==> config.mk <==
export PLATFORM = sky130hd
export DESIGN_NAME = scope_capture
export DESIGN_NICKNAME = d
export VERILOG_FILES = /design/src/rtl/scope_pkg.sv /design/src/rtl/scope_sample_ram.sv /design/src/rtl/scope_capture.sv
export SDC_FILE = /design/constraint.sdc
export NUM_CORES = 2
export LEC_CHECK = 0
export BUFFER_PORTS_ARGS = -buffer_cell sky130_fd_sc_hd__buf_2
export CAP_MARGIN = 20
export CORE_UTILIZATION = 45
export CTS_CLUSTER_SIZE = 10
export DETAILED_ROUTE_END_ITERATION = 10
export MAX_ROUTING_LAYER = met4
export PLACE_DENSITY = 0.7
export SLEW_MARGIN = 20
export SYNTH_ARGS = -nofsm -noshare
export SYNTH_HDL_FRONTEND = slang
export SYNTH_SLANG_ARGS = --single-unit
==> constraint.sdc <==
create_clock -name iCLK -period 4.1 [get_ports iCLK]
set_input_delay 0.82 -clock iCLK [delete_from_list [all_inputs] [get_ports iCLK]]
set_output_delay 0.82 -clock iCLK [all_outputs]
set_load 0.01 [all_outputs]
==> src/rtl/scope_pkg.sv <==
// Shared types and defaults for the scope capture slice.
// Latency: n/a (declarations only).
// Backpressure: n/a.
package scope_pkg;

  localparam int SAMPLE_W        = 8;
  localparam int DEF_DEPTH       = 256;
  localparam int DEF_ADDR_BITS   = 8;
  localparam int DEF_PRETRIG     = 64;

  typedef enum logic [2:0] {
    ST_IDLE,
    ST_PRETRIG,
    ST_WAIT_TRIG,
    ST_POSTTRIG,
    ST_READOUT
  } state_t;

endpackage

==> src/rtl/scope_sample_ram.sv <==
// Circular sample store: one write port, one registered read port (maps to iCE40 BRAM).
// Latency: read data appears one iCLK after rd_addr is presented.
// Backpressure: none; reads and writes are accepted every cycle.
module scope_sample_ram
  import scope_pkg::*;
#(
  parameter int pDepth    = DEF_DEPTH,
  parameter int pAddrBits = DEF_ADDR_BITS
) (
  input  logic                 iCLK,
  input  logic                 wr_en,
  input  logic [pAddrBits-1:0] wr_addr,
  input  logic [SAMPLE_W-1:0]  wr_data,
  input  logic [pAddrBits-1:0] rd_addr,
  output logic [SAMPLE_W-1:0]  rd_data
);

  logic [SAMPLE_W-1:0] mem [pDepth];

  // Array has no reset so the tools can place it in block RAM.
  always_ff @(posedge iCLK) begin
    if (wr_en) mem[wr_addr] <= wr_data;
    rd_data <= mem[rd_addr];
  end

endmodule

==> src/rtl/scope_capture.sv <==
// Records ADC samples into a circular buffer around a level-crossing trigger, then streams the record oldest first.
// Latency: first oRd_Valid two iCLK after entering READOUT; then one beat per cycle.
// Backpressure: iRd_Ready low holds oRd_Data/oRd_Last; a skid register keeps full rate when it returns.
module scope_capture
  import scope_pkg::*;
#(
  parameter int pDepth    = DEF_DEPTH,
  parameter int pAddrBits = DEF_ADDR_BITS,
  parameter int pPreTrig  = DEF_PRETRIG
) (
  input  logic                iCLK,
  input  logic                iRST_n,
  input  logic                iSample_Strobe,
  input  logic [SAMPLE_W-1:0] iADC_Byte,
  input  logic                iArm,
  input  logic                iForce_Trig,
  input  logic [SAMPLE_W-1:0] iTrig_Level,
  input  logic                iTrig_Rising,
  output logic [SAMPLE_W-1:0] oRd_Data,
  output logic                oRd_Valid,
  input  logic                iRd_Ready,
  output logic                oRd_Last,
  output logic                oBusy,
  output logic                oTriggered
);

  localparam int CW = pAddrBits + 1;
  localparam logic [CW-1:0]        PRE_LAST  = CW'(pPreTrig - 1);
  localparam logic [CW-1:0]        POST_LAST = CW'(pDepth - pPreTrig - 1);
  localparam logic [CW-1:0]        RD_LAST   = CW'(pDepth - 1);
  localparam logic [CW-1:0]        RD_END    = CW'(pDepth);
  localparam logic [pAddrBits-1:0] PRE_OFS   = pAddrBits'(pPreTrig);

  state_t                 state, state_nxt;
  logic [pAddrBits-1:0]   wptr, tptr, rd_addr;
  logic [CW-1:0]          cnt, rd_cnt;
  logic [SAMPLE_W-1:0]    prev, ram_rd;
  logic                   prev_vld, triggered;
  logic                   arm_hit, wr_en, level_hit, trig_hit, force_hit, pre_done;

  logic [SAMPLE_W-1:0]    out_dat, skid_dat;
  logic                   out_vld, out_last, skid_vld, skid_last, pend, pend_last;
  logic                   pop, out_free, issue;
  logic [1:0]             occ_after;

  // Crossing test against the previous sample; only meaningful once a sample has been seen.
  always_comb begin
    level_hit = 1'b0;
    if (prev_vld) begin
      if (iTrig_Rising) level_hit = (prev <  iTrig_Level) && (iADC_Byte >= iTrig_Level);
      else              level_hit = (prev >= iTrig_Level) && (iADC_Byte <  iTrig_Level);
    end
  end

  // Next-state and per-cycle capture controls.
  always_comb begin
    state_nxt = state;
    arm_hit   = 1'b0;
    wr_en     = 1'b0;
    trig_hit  = 1'b0;
    force_hit = 1'b0;
    pre_done  = 1'b0;
    case (state)
      ST_IDLE: begin
        if (iArm) begin
          arm_hit   = 1'b1;
          state_nxt = ST_PRETRIG;
        end
      end
      ST_PRETRIG: begin
        if (iSample_Strobe) begin
          wr_en = 1'b1;
          if (cnt == PRE_LAST) begin
            pre_done  = 1'b1;
            state_nxt = ST_WAIT_TRIG;
          end
        end
      end
      ST_WAIT_TRIG: begin
        if (iSample_Strobe) begin
          wr_en = 1'b1;
          if (level_hit || iForce_Trig) begin
            trig_hit  = 1'b1;
            // The trigger sample is post-sample #1; with a one-sample window it also completes it.
            state_nxt = (POST_LAST == '0) ? ST_READOUT : ST_POSTTRIG;
          end
        end else if (iForce_Trig) begin
          force_hit = 1'b1;
          state_nxt = ST_POSTTRIG;
        end
      end
      ST_POSTTRIG: begin
        if (iSample_Strobe) begin
          wr_en = 1'b1;
          if (cnt == POST_LAST) state_nxt = ST_READOUT;
        end
      end
      ST_READOUT: begin
        if (pop && out_last) state_nxt = ST_IDLE;
      end
      default: state_nxt = ST_IDLE;
    endcase
  end

  // State register and capture-side bookkeeping (pointers, counters, previous sample).
  always_ff @(posedge iCLK) begin
    if (!iRST_n) begin
      state     <= ST_IDLE;
      wptr      <= '0;
      tptr      <= '0;
      cnt       <= '0;
      prev      <= '0;
      prev_vld  <= 1'b0;
      triggered <= 1'b0;
    end else begin
      state <= state_nxt;
      if (arm_hit) begin
        wptr      <= '0;
        cnt       <= '0;
        prev_vld  <= 1'b0;
        triggered <= 1'b0;
      end
      if (wr_en) begin
        wptr     <= wptr + 1'b1;
        cnt      <= cnt + 1'b1;
        prev     <= iADC_Byte;
        prev_vld <= 1'b1;
      end
      if (pre_done) cnt <= '0;
      if (trig_hit) begin
        tptr      <= wptr;
        cnt       <= CW'(1);
        triggered <= 1'b1;
      end
      if (force_hit) begin
        tptr      <= wptr;
        cnt       <= '0;
        triggered <= 1'b1;
      end
    end
  end

  // Readout: keep at most two samples in flight/held (output + skid or output + pending read).
  assign pop       = out_vld && iRd_Ready;
  assign out_free  = !out_vld || pop;
  assign occ_after = 2'(out_vld) + 2'(skid_vld) + 2'(pend) - 2'(pop);
  assign issue     = (state == ST_READOUT) && (rd_cnt != RD_END) && (occ_after < 2'd2);
  assign rd_addr   = tptr - PRE_OFS + rd_cnt[pAddrBits-1:0];

  scope_sample_ram #(
    .pDepth    (pDepth),
    .pAddrBits (pAddrBits)
  ) u_ram (
    .iCLK    (iCLK),
    .wr_en   (wr_en),
    .wr_addr (wptr),
    .wr_data (iADC_Byte),
    .rd_addr (rd_addr),
    .rd_data (ram_rd)
  );

  // Read issue, pending-read tracking and the output/skid register pair.
  always_ff @(posedge iCLK) begin
    if (!iRST_n) begin
      rd_cnt    <= '0;
      pend      <= 1'b0;
      pend_last <= 1'b0;
      out_vld   <= 1'b0;
      out_last  <= 1'b0;
      out_dat   <= '0;
      skid_vld  <= 1'b0;
      skid_last <= 1'b0;
      skid_dat  <= '0;
    end else begin
      pend      <= issue;
      pend_last <= issue && (rd_cnt == RD_LAST);
      if (arm_hit)    rd_cnt <= '0;
      else if (issue) rd_cnt <= rd_cnt + 1'b1;
      if (out_free) begin
        if (skid_vld) begin
          out_vld   <= 1'b1;
          out_dat   <= skid_dat;
          out_last  <= skid_last;
          skid_vld  <= pend;
          skid_dat  <= ram_rd;
          skid_last <= pend_last;
        end else if (pend) begin
          out_vld  <= 1'b1;
          out_dat  <= ram_rd;
          out_last <= pend_last;
        end else begin
          out_vld  <= 1'b0;
          out_last <= 1'b0;
        end
      end else if (pend) begin
        skid_vld  <= 1'b1;
        skid_dat  <= ram_rd;
        skid_last <= pend_last;
      end
    end
  end

  assign oRd_Data   = out_dat;
  assign oRd_Valid  = out_vld;
  assign oRd_Last   = out_last;
  assign oBusy      = (state != ST_IDLE);
  assign oTriggered = triggered;

endmodule

==> run_results.csv <==
group,metric,value,unit
hold_path,hold_class,"primary input to flip-flop",
die,fp.dieW,433,um
setup_path,crit_arrival,4.77,ns
route,ant_nets,0,
sta,fin_crit_sh,96.4,%
clock_network,cts_setup_buffers,0,
clock_network,htree_levels,4,
clock_network,cts_resized,0,
global_route,grt_max_degree,157,
sta,hold_violations,0,
yosys,synth-compound-area-share,1.83,%
global_route,grt_pass1_wl,308,mm
power,leakagePower,29.1,nW
cells_and_area,fin_nets,4407,
hold_path,whs_endpoint,"u_ram.mem[86][7]",
yosys,synth_nets,4140,
yosys,avgSynthCellArea,20.5,sq um
setup_path,r2r_end,"u_ram.rd_data[1]",
sta,rsz0062_at_grt,"false",
hold_path,hold_path_depth,1,
yosys,synth-main-ff-cell,"edfxtp_1",
setup_path,critPathMaxFanout,37,
clock_network,cts_tree,"done",
sta,max_slew.worst_pin.slew,1.04,ns
power,irDropWorstVdd,0.484,mV
cells_and_area,fin_util,51.4,%
clock_network,cts_root_buf,"clkbuf_16",
route,drt-total-wl,215,mm
die,die_area,188000,sq um
setup_path,regToRegStartpoint,"rd_cnt[1]",
cells_and_area,seq_area,63000,sq um
die,rows,157,
global_route,antenna_found_initial,10,
setup_path,crit_path_end_kind,"flip-flop",
sta,setup_viol,0,
cells_and_area,syn2layout_area_growth,12.9,%
setup_path,critPathKind,"flip-flop to flip-flop",
global_route,track_usage,23.7,%
sta,slew_headroom,30.4,%
route,route.detailed.drc,0,
sta,finClkSkew,0.0655,ns
die,core_area,184000,sq um
yosys,synth_xor_xnor_area_share,0.184,%
clock_network,max-clock-path-buffers,3,
setup_path,r2r_slack,0.15,ns
yosys,synth-simple-area-share,4.05,%
clock_network,numCtsBuffers,233,
clock_network,hold_buffers,0,
yosys,synth_top_family_by_area,"multiplexers",
outcome,status,"finished, final reports clean",
place,placed_area,88000,sq um
yosys,yosys.area.top_type_share,73.4,%
sta,slew_violations,0,
yosys,synth.yosys.seq_area_share,75.3,%
yosys,async_flop_share,0,%
sta,fmax,0.253,GHz
cells_and_area,drive_gt1_share,25.7,%
place,gp_congestion,0.912,
clock_network,clk_transition_reported_paths,0.06,ns
route,avgRoutedWirePerCell,31.1,um
clock_network,clk_latency,0.89,ns
yosys,synthAdderAreaFrac,0.607,%
yosys,synth-warning-count,0,
route,via_count,42700,
yosys,yosysUniqueCellTypes,72,
route,first_pass_iters,5,
die,boundaryPins,35,
yosys,synth-seq-cells,2125,
die,floorplan.initialDensity,45.5,%
sta,fin_crit,3.95,ns
setup_path,cp.required,4.92,ns
route,drt-initial-drc-count,6064,
route,vias_per_cell,6.19,
setup_path,startpoint,"rd_cnt[1]",
setup_path,start_kind,"flip-flop",
power,totalPowerFinal,43.2,mW
run,drv_cap,0,
cells_and_area,nFillCells,14100,
die,chipHeight,433,um
place,port_buffers,34,
global_route,overflow,0,
hold_path,holdCritStartpoint,"iADC_Byte[7]",
place,dp_hpwl,137,mm
yosys,syn_inst,4077,
clock_network,clkSinkCount,2125,
cells_and_area,stdcell_area,94600,sq um
setup_path,r2r_cells,13,
global_route,grt_pass1_vias,42300,
yosys,synth_area,83800,sq um
yosys,synthTopCellsByArea,"edfxtp_1 73%, mux4_2 15%, dfxtp_1 1.8%, nor2_1 1.4%, nand2_1 1.2%",
sta,fin_tns_setup,0,ns
yosys,synth_edf_count,2048,
yosys,yosysTopAreaCell,"edfxtp_1",
power,power_density,457,nW/um^2
yosys,synthMuxAreaShare,16.2,%
cells_and_area,multiInputGateArea,19400,sq um
==> synthesized netlist by cell type (5+ instances only) <==
master / count
edfxtp_1: 2048
a32oi_1: 23
and3_1: 18
nand3_1: 89
o2111ai_1: 10
nor2b_1: 21
o211a_1: 8
mux2i_1: 66
mux4_2: 572
nor4_1: 5
o211ai_1: 5
buf_4: 43
a221oi_1: 5
buf_6: 43
a21oi_1: 25
buf_2: 60
a211oi_1: 14
a22oi_1: 5
nand4_1: 24
xnor2_1: 5
clkbuf_1: 82
a21o_1: 5
and2_1: 9
dfxtp_1: 77
inv_1: 27
o21ai_0: 24
nor3_1: 8
a31oi_1: 19
nor2_1: 323
xor2_1: 7
a21boi_0: 14
ha_1: 39
nand2_1: 265
o21a_1: 10
o21ai_1: 6
==> logic make-up after synthesis <==
group | Yosys count
DFF | 2125
and+or+nand+nor | 789
adders and majority gates | 40
muxes | 641
buffers and inverters | 259
AOI/OAI and AO/OA | 208
xor gates and xnor gates | 15
==> how the worst max path moves through the flow <==
stage	to	slack, ns	cells past startpoint
after floorplan	u_ram.rd_data[5]	0.84	12
final	u_ram.rd_data[1]	0.15	13
after global routing	u_ram.rd_data[1]	0.05	13
after CTS	u_ram.rd_data[7]	0.22	10
after global placement	u_ram.rd_data[1]	0.28	13
after detailed placement	u_ram.rd_data[7]	0.25	10
==> state kept, by name, summed over array words and instances, names as in the netlist, 3 cells and up <==
signal and count:
u_ram.mem 2048, cnt 9, rd_cnt 9, oRd_Data 8
prev 8, skid_dat 8, tptr 8, u_ram.rd_data 8
wptr 8, state 3
==> through the flow <==
stage	setup slack [ns]	hold WS [ns]	std cells
finish	0.146	0.341	6903
CTS	0.222	0.282	6894
detailed placement	0.250	0.453	6573
global placement	0.277	0.447	6573
global route	0.0477	0.293	6897
floorplan	0.837	0.435	4077
==> per-layer routing <==
| layer | global-route usage [%] | vias to the layer above | routed length, um | part of all wire (%) |
|---|---|---|---|---|
| met2 | 35.4 | 2465 | 101000 | 47 |
| li1 | - | 17200 | - | - |
| met4 | 8.65 | 0 | 7720 | 3.6 |
| met3 | 5.33 | 401 | 21700 | 10 |
| met1 | 32.2 | 22600 | 83800 | 39 |
| met5 | - | - | 0 | 0 |
==> worst max-delay path: stages, from the launching register on <==
cell	delay, ns
dfxtp_1	0.36
ha_1	0.33
ha_4	0.14
inv_1	0.06
fa_4	0.58
xor2_4	0.41
buf_12	0.31
buf_4	0.22
nand2_1	0.07
a31o_2	0.24
a31oi_1	0.48
a21boi_0	0.25
o21ai_0	0.25
nand4_1	0.19
==> where the power goes <==
part           leakage, nW  total (mW)  internal (mW)  switching (mW)
Sequential            19.0        23.9           23.8          0.0312
Clock                 3.15        18.5           10.5            8.08
Combinational         6.94       0.812          0.158           0.654
Total                 29.1        43.2           34.5            8.77
==> layout by cell type (no fill, tap or decap), types with 14 or more instances in the layout <==
cell / instances
edfxtp_1: 2048
mux4_2: 572
nor2_1: 322
nand2_1: 265
clkbuf_16: 236
buf_4: 192
dfxtp_1: 77
nand3_1: 73
mux2i_1: 66
clkbuf_1: 64
ha_1: 37
buf_12: 37
inv_1: 26
buf_2: 26
o21ai_0: 24
nand4_1: 24
a21oi_1: 23
a32oi_1: 23
nor2b_1: 21
a31oi_1: 19
and3_1: 18
nand3_2: 16
a21boi_0: 14
==> area by class of cell <==
cell class,instances,area share [%]
timing repair buffer,264,2.57
antenna,9,0.0238
tap,2464,3.26
sequential,2125,66.7
clock inverter,18,0.349
multi-input combinational,1693,20.5
inverter,27,0.107
clock buffer,303,6.54
(Power assumes the default switching activity.)
